`src/rtl/usbhost_link_ctrl.sv`:
```
// USB host link signalling: bus reset, resume, suspend, 1 ms SOF requests with frame numbering.
// Optional remote-wakeup K detection while suspended, enabled by defining USBHOST_REMOTE_WAKE_EN.
module usbhost_link_ctrl #(
    parameter int ResetUs        = 10000,
    parameter int RecovUs        = 10,
    parameter int ResumeUs       = 20000,
    parameter int SofPeriodUs    = 1000,
    parameter int WakeFiltCycles = 32
) (
    input  logic        clk_48mhz_i,
    input  logic        rst_ni,
    input  logic        us_tick_i,
    input  logic        enable_i,
    input  logic        reset_req_i,
    input  logic        suspend_req_i,
    input  logic        resume_req_i,
    input  logic        usb_dp_i,
    input  logic        usb_dn_i,
    input  logic        sof_ack_i,
    output logic        usb_dp_o,
    output logic        usb_dn_o,
    output logic        usb_oe_o,
    output logic        sof_req_o,
    output logic [10:0] frame_num_o,
    output logic        sof_overrun_o,
    output logic        wake_det_o,
    output logic [2:0]  link_state_o
);

    typedef enum logic [2:0] {
        ST_DISABLED    = 3'd0,
        ST_BUS_RESET   = 3'd1,
        ST_RESET_RECOV = 3'd2,
        ST_ACTIVE      = 3'd3,
        ST_SUSPENDED   = 3'd4,
        ST_RESUME_K    = 3'd5,
        ST_RESUME_EOP  = 3'd6
    } state_t;

    localparam logic [14:0] LP_RESET_LAST  = 15'(ResetUs - 1);
    localparam logic [14:0] LP_RECOV_LAST  = 15'(RecovUs - 1);
    localparam logic [14:0] LP_RESUME_LAST = 15'(ResumeUs - 1);
    localparam logic [14:0] LP_SOF_LAST    = 15'(SofPeriodUs - 1);
    localparam logic [14:0] LP_EOP_J_START = 15'd64;
    localparam logic [14:0] LP_EOP_LAST    = 15'd71;

    state_t      r_state;
    state_t      w_state_nxt;
    logic [14:0] r_timer;
    logic [14:0] w_timer_nxt;
    logic [14:0] r_sof_tmr;
    logic [10:0] r_frame;
    logic        r_sof_req;
    logic        r_sof_ovr;
    logic        r_wake_det;
    logic        r_oe;
    logic        r_dp;
    logic        r_dn;
    logic        w_enter;
    logic        w_wake;
    logic        w_sof_run;
    logic        w_sof_expire;
    logic        w_sof_ack;

`ifdef USBHOST_REMOTE_WAKE_EN
    localparam int WW = $clog2(WakeFiltCycles + 1);
    localparam logic [WW-1:0] LP_WAKE_LAST = WW'(WakeFiltCycles - 1);

    logic [WW-1:0] r_wake_cnt;
    logic          w_line_k;

    assign w_line_k = ~usb_dp_i & usb_dn_i;
    assign w_wake   = (r_state == ST_SUSPENDED) && w_line_k && (r_wake_cnt == LP_WAKE_LAST);

    // Any non-K sample, or leaving Suspended, restarts the stability count
    always_ff @(posedge clk_48mhz_i or negedge rst_ni) begin
        if (!rst_ni) begin
            r_wake_cnt <= '0;
        end else if ((r_state != ST_SUSPENDED) || !w_line_k) begin
            r_wake_cnt <= '0;
        end else if (r_wake_cnt != LP_WAKE_LAST) begin
            r_wake_cnt <= r_wake_cnt + WW'(1);
        end
    end
`else
    localparam int LP_UNUSED_WAKE_FILT = WakeFiltCycles;
    logic w_unused_line;

    assign w_unused_line = usb_dp_i ^ usb_dn_i;
    assign w_wake        = 1'b0;
`endif

    always_comb begin
        w_state_nxt = r_state;
        if (!enable_i) begin
            w_state_nxt = ST_DISABLED;
        end else if (reset_req_i) begin
            w_state_nxt = ST_BUS_RESET;
        end else begin
            case (r_state)
                ST_DISABLED:    w_state_nxt = ST_DISABLED;
                ST_BUS_RESET:   if (us_tick_i && (r_timer == LP_RESET_LAST)) w_state_nxt = ST_RESET_RECOV;
                ST_RESET_RECOV: if (us_tick_i && (r_timer == LP_RECOV_LAST)) w_state_nxt = ST_ACTIVE;
                ST_ACTIVE:      if (suspend_req_i) w_state_nxt = ST_SUSPENDED;
                ST_SUSPENDED:   if (resume_req_i || w_wake) w_state_nxt = ST_RESUME_K;
                ST_RESUME_K:    if (us_tick_i && (r_timer == LP_RESUME_LAST)) w_state_nxt = ST_RESUME_EOP;
                ST_RESUME_EOP:  if (r_timer == LP_EOP_LAST) w_state_nxt = ST_ACTIVE;
                default:        w_state_nxt = ST_DISABLED;
            endcase
        end
    end

    // A reset request re-enters BusReset even when already there, so it counts as an entry
    assign w_enter = (w_state_nxt != r_state) || (enable_i && reset_req_i);

    always_comb begin
        w_timer_nxt = r_timer;
        if (w_enter) begin
            w_timer_nxt = '0;
        end else if (r_state == ST_RESUME_EOP) begin
            w_timer_nxt = r_timer + 15'd1;
        end else if (us_tick_i && ((r_state == ST_BUS_RESET) || (r_state == ST_RESET_RECOV) ||
                                   (r_state == ST_RESUME_K))) begin
            w_timer_nxt = r_timer + 15'd1;
        end
    end

    assign w_sof_run    = (r_state == ST_ACTIVE) && (w_state_nxt == ST_ACTIVE);
    assign w_sof_expire = w_sof_run && us_tick_i && (r_sof_tmr == LP_SOF_LAST);
    assign w_sof_ack    = r_sof_req && sof_ack_i;

    always_ff @(posedge clk_48mhz_i or negedge rst_ni) begin
        if (!rst_ni) begin
            r_state    <= ST_DISABLED;
            r_timer    <= '0;
            r_sof_tmr  <= '0;
            r_frame    <= '0;
            r_sof_req  <= 1'b0;
            r_sof_ovr  <= 1'b0;
            r_wake_det <= 1'b0;
            r_oe       <= 1'b0;
            r_dp       <= 1'b0;
            r_dn       <= 1'b0;
        end else begin
            r_state    <= w_state_nxt;
            r_timer    <= w_timer_nxt;
            r_wake_det <= w_wake && (w_state_nxt == ST_RESUME_K);
            r_sof_ovr  <= w_sof_expire && r_sof_req && !w_sof_ack;

            // Line drive follows the upcoming state so it lines up with link_state_o
            r_oe <= 1'b0;
            r_dp <= 1'b0;
            r_dn <= 1'b0;
            case (w_state_nxt)
                ST_BUS_RESET:   r_oe <= 1'b1;
                ST_RESET_RECOV: begin r_oe <= 1'b1; r_dp <= 1'b1; end
                ST_RESUME_K:    begin r_oe <= 1'b1; r_dn <= 1'b1; end
                ST_RESUME_EOP:  begin r_oe <= 1'b1; r_dp <= (w_timer_nxt >= LP_EOP_J_START); end
                default:        r_oe <= 1'b0;
            endcase

            if (!w_sof_run) begin
                r_sof_tmr <= '0;
                r_sof_req <= 1'b0;
            end else begin
                if (w_sof_expire) begin
                    r_sof_tmr <= '0;
                end else if (us_tick_i) begin
                    r_sof_tmr <= r_sof_tmr + 15'd1;
                end
                if (w_sof_ack) begin
                    r_sof_req <= 1'b0;
                    r_frame   <= r_frame + 11'd1;
                end
                if (w_sof_expire && (!r_sof_req || w_sof_ack)) begin
                    r_sof_req <= 1'b1;
                end
            end

            if ((r_state == ST_RESET_RECOV) && (w_state_nxt == ST_ACTIVE)) begin
                r_frame <= '0;
            end
        end
    end

    assign usb_dp_o      = r_dp;
    assign usb_dn_o      = r_dn;
    assign usb_oe_o      = r_oe;
    assign sof_req_o     = r_sof_req;
    assign frame_num_o   = r_frame;
    assign sof_overrun_o = r_sof_ovr;
    assign wake_det_o    = r_wake_det;
    assign link_state_o  = r_state;

endmodule

```
`config.mk`:
```
export PLATFORM = sky130hd
export DESIGN_NAME = usbhost_link_ctrl
export DESIGN_NICKNAME = d
export VERILOG_FILES = /design/src/rtl/usbhost_link_ctrl.sv
export SDC_FILE = /design/constraint.sdc
export NUM_CORES = 1
export LEC_CHECK = 0
export ABC_AREA = 0
export ABC_CLOCK_PERIOD_IN_PS = 5500
export BUFFER_PORTS_ARGS = -buffer_cell sky130_fd_sc_hd__buf_2
export CELL_PAD_IN_SITES_DETAIL_PLACEMENT = 0
export CELL_PAD_IN_SITES_GLOBAL_PLACEMENT = 2
export CORE_ASPECT_RATIO = 1.1
export CORE_MARGIN = 1.5
export CORE_UTILIZATION = 35
export CTS_CLUSTER_SIZE = 12
export DETAILED_ROUTE_END_ITERATION = 8
export GPL_ROUTABILITY_DRIVEN = 0
export GPL_TIMING_DRIVEN = 0
export PLACE_DENSITY = 0.82
export SETUP_SLACK_MARGIN = 0.15
export SLEW_MARGIN = 25
export SYNTH_ARGS = -nofsm -noshare
export SYNTH_HDL_FRONTEND = slang
export SYNTH_SLANG_ARGS = --single-unit
```
`constraint.sdc`:
```
create_clock -name clk_48mhz_i -period 5.5 [get_ports clk_48mhz_i]
set_clock_uncertainty 0.05 [all_clocks]
set_input_delay 0.275 -clock clk_48mhz_i [delete_from_list [all_inputs] [get_ports clk_48mhz_i]]
set_output_delay 0.275 -clock clk_48mhz_i [all_outputs]
set_load 0.1 [all_outputs]
```
==> impl_metrics.py <==
metrics = {
    "setup_path": {
        "crit_path_frequent_cell": "ha_1",
        "r2r_slack_ps": 1520,
        "arrival_ps": 4160,
        "path_class": "flip-flop to flip-flop",
        "slowest_delay_ps": 490,
        "cp_num_buf_inv": 1,
        "crit_fanout": 7,
        "cp_top_family": "simple AND/OR/NAND/NOR gates",
        "startpoint_type": "flip-flop",
        "r2r_cells": 14,
        "critPathSlowestCell": "nor4b_1",
        "crit_chain": "inv_1 > ha_1 > or4bb_1 > o22ai_1 > nor4b_1 > nand2_1 > o211ai_1 > and2_1 > ha_1 > nand2b_1 > a2111oi_4 > nand4_1 > or3_1 > a21oi_1",
        "r2r-end": "frame_num_o[8]$_DFFE_PN0P_",
        "end_kind": "flip-flop",
        "critPathRequiredTime_ps": 5690,
        "timing.rr.start": "r_timer[1]$_DFF_PN0_",
    },
    "power": {
        "p_comb_share_pct": 8.3,
        "peakVddDrop_v": 0.00009031,
        "p_leak_nw": 1.489,
        "powerDensity_nw_per_um2": 193.2,
        "p_int_w": 0.0004724,
        "finalPower_w": 0.0006509,
        "pwr-share-seq_pct": 56.5,
        "pwr-share-clk_pct": 35.1,
        "switchingPower_w": 0.0001785,
        "netSwitchingFraction_pct": 27.43,
    },
    "logic_synthesis": {
        "synthCells": 330,
        "synth_cell_types": 58,
        "syn_area_sq_um": 3003,
        "synth_area_per_cell_sq_um": 9.100,
        "synth-seq-cells": 49,
        "yosysMostFrequentCell": "dfrtp_1",
        "yosys_warnings": 0,
        "synth_edf_count": 0,
        "synth_top_cell_area_share_pct": 40.83,
        "synth_nets": 348,
        "synthFlopType": "dfrtp_1",
        "synth-seq-area-share_pct": 40.83,
        "ys_top_cells_by_count": "dfrtp_1 (49), nor2_1 (46), nand2_1 (31)",
        "synth.area.top_cells": "dfrtp_1 (41%), nor2_1 (5.8%), xor2_1 (4.7%)",
        "synth_top_area_cell": "dfrtp_1",
        "async_flop_share_pct": 100.0,
    },
    "grt": {
        "grt_max_degree": 50,
        "antenna_found_initial": 0,
        "grt_pass1_wl_um": 11580,
        "grt_pass1_vias": 2296,
        "grt_usage_pct": 15.77,
        "gr-total-overflow": 0,
    },
    "flow_run": {
        "maxCapViolCount": 0,
    },
    "route": {
        "vias_per_cell": 5.065,
        "first_pass_iters": 4,
        "routed_wl_um": 6777,
        "vias": 2401,
        "wire_per_inst_um": 14.30,
        "drc": 0,
        "antenna_left": 0,
        "drt_iter0_drc": 93,
    },
    "sta": {
        "rsz0062_at_grt": "false",
        "relSlewSlack_pct": 57.03,
        "slew_violations": 0,
        "hold_ws_ps": 205.2,
        "tns_ps": 0,
        "fmax_mhz": 251.4,
        "post-route-period-util_pct": 72.31,
        "finalHoldViolCount": 0,
        "worst_slew_pin_slew_ps": 644.6,
        "period_needed_ps": 3977,
        "finalSetupViolCount": 0,
    },
    "worst_hold_path": {
        "min-delay-start": "sof_ack_i",
        "hold_path_class": "primary input to flip-flop",
        "hold_end": "sof_overrun_o$_DFF_PN0_",
        "whs_path_depth": 3,
    },
    "clock_network": {
        "h-tree-depth": 2,
        "clockBufferDepth": 2,
        "clk_pin_slew_ps": 100,
        "clkSinkCount": 49,
        "cts_setup_buffers": 0,
        "cts_tree": "built",
        "clock_latency_ps": 310,
        "cts_made_buffers": 5,
        "cts_root_buf": "clkbuf_8",
    },
    "layout": {
        "fin_util_pct": 40.28,
        "layout-drive-gt1-share_pct": 15.70,
        "fin_area_sq_um": 3369,
        "nNetsFinal": 380,
        "syn_to_final_growth_pct": 12.21,
        "n_antenna_cell": 0,
    },
    "placement": {
        "place_area_sq_um": 3264,
        "hpwl_um": 4852,
        "port-buffer-count": 24,
    },
    "floorplan": {
        "core_sq_um": 8364,
        "ios": 30,
        "die-area_sq_um": 9145,
        "fp.dieH_um": 100.1,
        "start_util_pct": 35.90,
        "die_w_um": 91.32,
        "row_count": 35,
    },
    "outcome": {
        "status": "complete, no violations",
    },
}
## final cells by class
type / instances / area (sq um)
Multi-Input combinational cell: 258 / 1654
Timing Repair Buffer: 25 / 132.6
Clock inverter: 3 / 26.28
Tap cell: 111 / 138.9
Fill cell: 852 / 4995
Inverter: 9 / 33.78
Buffer: 14 / 88.84
Sequential cell: 49 / 1226
Clock buffer: 5 / 68.82
## metal layers
metal	up-vias	routed length, um	share of wire (%)	global-route usage, %
met1	1124	3443	51	22.43
met3	6	244	3.6	2.424
met4	0	69	1.0	3.606
met5	-	0	0	0
li1	1221	-	-	-
met2	50	3019	45	25.32
## through the flow
| step | instances | worst slack, ps |
|---|---|---|
| CTS | 474 | 1470 |
| detailed placement | 465 | 1472 |
| finish | 474 | 1523 |
| global route | 474 | 1034 |
| global placement | 465 | 1540 |
| floorplan | 330 | 1448 |
## tightest hold or removal path, delay by kind of cell
kind	cells	cell delay (ps)
and+or+nand+nor	2	170
buffers and inverters	1	90
## repair_timing
action,4_1_cts,5_1_grt
endpoints found under the hold margin,49,0
hold buffers,1,0
resized for setup,0,0
endpoints found under the setup margin,0,0
## sequential cells by signal, summed over array words and instances (netlist names)
name           count
r_sof_tmr         15
r_timer           15
frame_num_o       11
link_state_o       3
sof_overrun_o      1
sof_req_o          1
usb_dn_o           1
usb_dp_o           1
usb_oe_o           1
## logic make-up after synthesis
logic type                 count (synthesis)  synth area share [%]
and+or+nand+nor                          162                 28.42
muxes                                      5                 1.833
AOI/OAI and AO/OA                         55                 13.25
other                                      1                0.1249
xor gates and xnor gates                  27                 8.125
adders and majority gates                  8                 3.333
DFF                                       49                 40.83
buffers and inverters                     23                 4.083
## power groups by stage
stage,clock network (W),registers (W),logic (W)
after floorplan,0,0.000382,0.0000285
after global placement,0,0.000375,0.0000544
after detailed placement,0,0.000375,0.0000547
after CTS,0.000240,0.000368,0.0000554
after global routing,0.000252,0.000369,0.0000601
final,0.000229,0.000368,0.0000543
## placed cells by master, fill, tap and decap left out, types with 5 or more instances in the layout
| cell | instances |
|---|---|
| a21oi_1 | 7 |
| or4_1 | 5 |
| xnor2_1 | 10 |
| inv_1 | 9 |
| nand3_1 | 18 |
| dfrtp_1 | 49 |
| xor2_1 | 16 |
| buf_2 | 28 |
| o21ai_0 | 24 |
| nor2b_1 | 6 |
| nand2_1 | 31 |
| nor3_1 | 5 |
| nor2_1 | 46 |
| nand2b_1 | 8 |
| and3_1 | 8 |
| clkbuf_8 | 5 |
| nand4_1 | 7 |
| ha_1 | 8 |
## how the worst max path moves through the flow
stage	from	to	slack, ps	cells past startpoint
floorplan	link_state_o[2]$_DFF_PN0_	frame_num_o[8]$_DFFE_PN0P_	1450	13
global placement	link_state_o[2]$_DFF_PN0_	frame_num_o[10]$_DFFE_PN0P_	1540	13
detailed placement	link_state_o[2]$_DFF_PN0_	frame_num_o[8]$_DFFE_PN0P_	1470	13
CTS	link_state_o[2]$_DFF_PN0_	frame_num_o[8]$_DFFE_PN0P_	1470	13
global route	link_state_o[2]$_DFF_PN0_	r_sof_tmr[9]$_DFFE_PN0P_	1030	15
finish	r_timer[1]$_DFF_PN0_	frame_num_o[8]$_DFFE_PN0P_	1520	14
No activity file was read; power rests on OpenSTA's default activity.
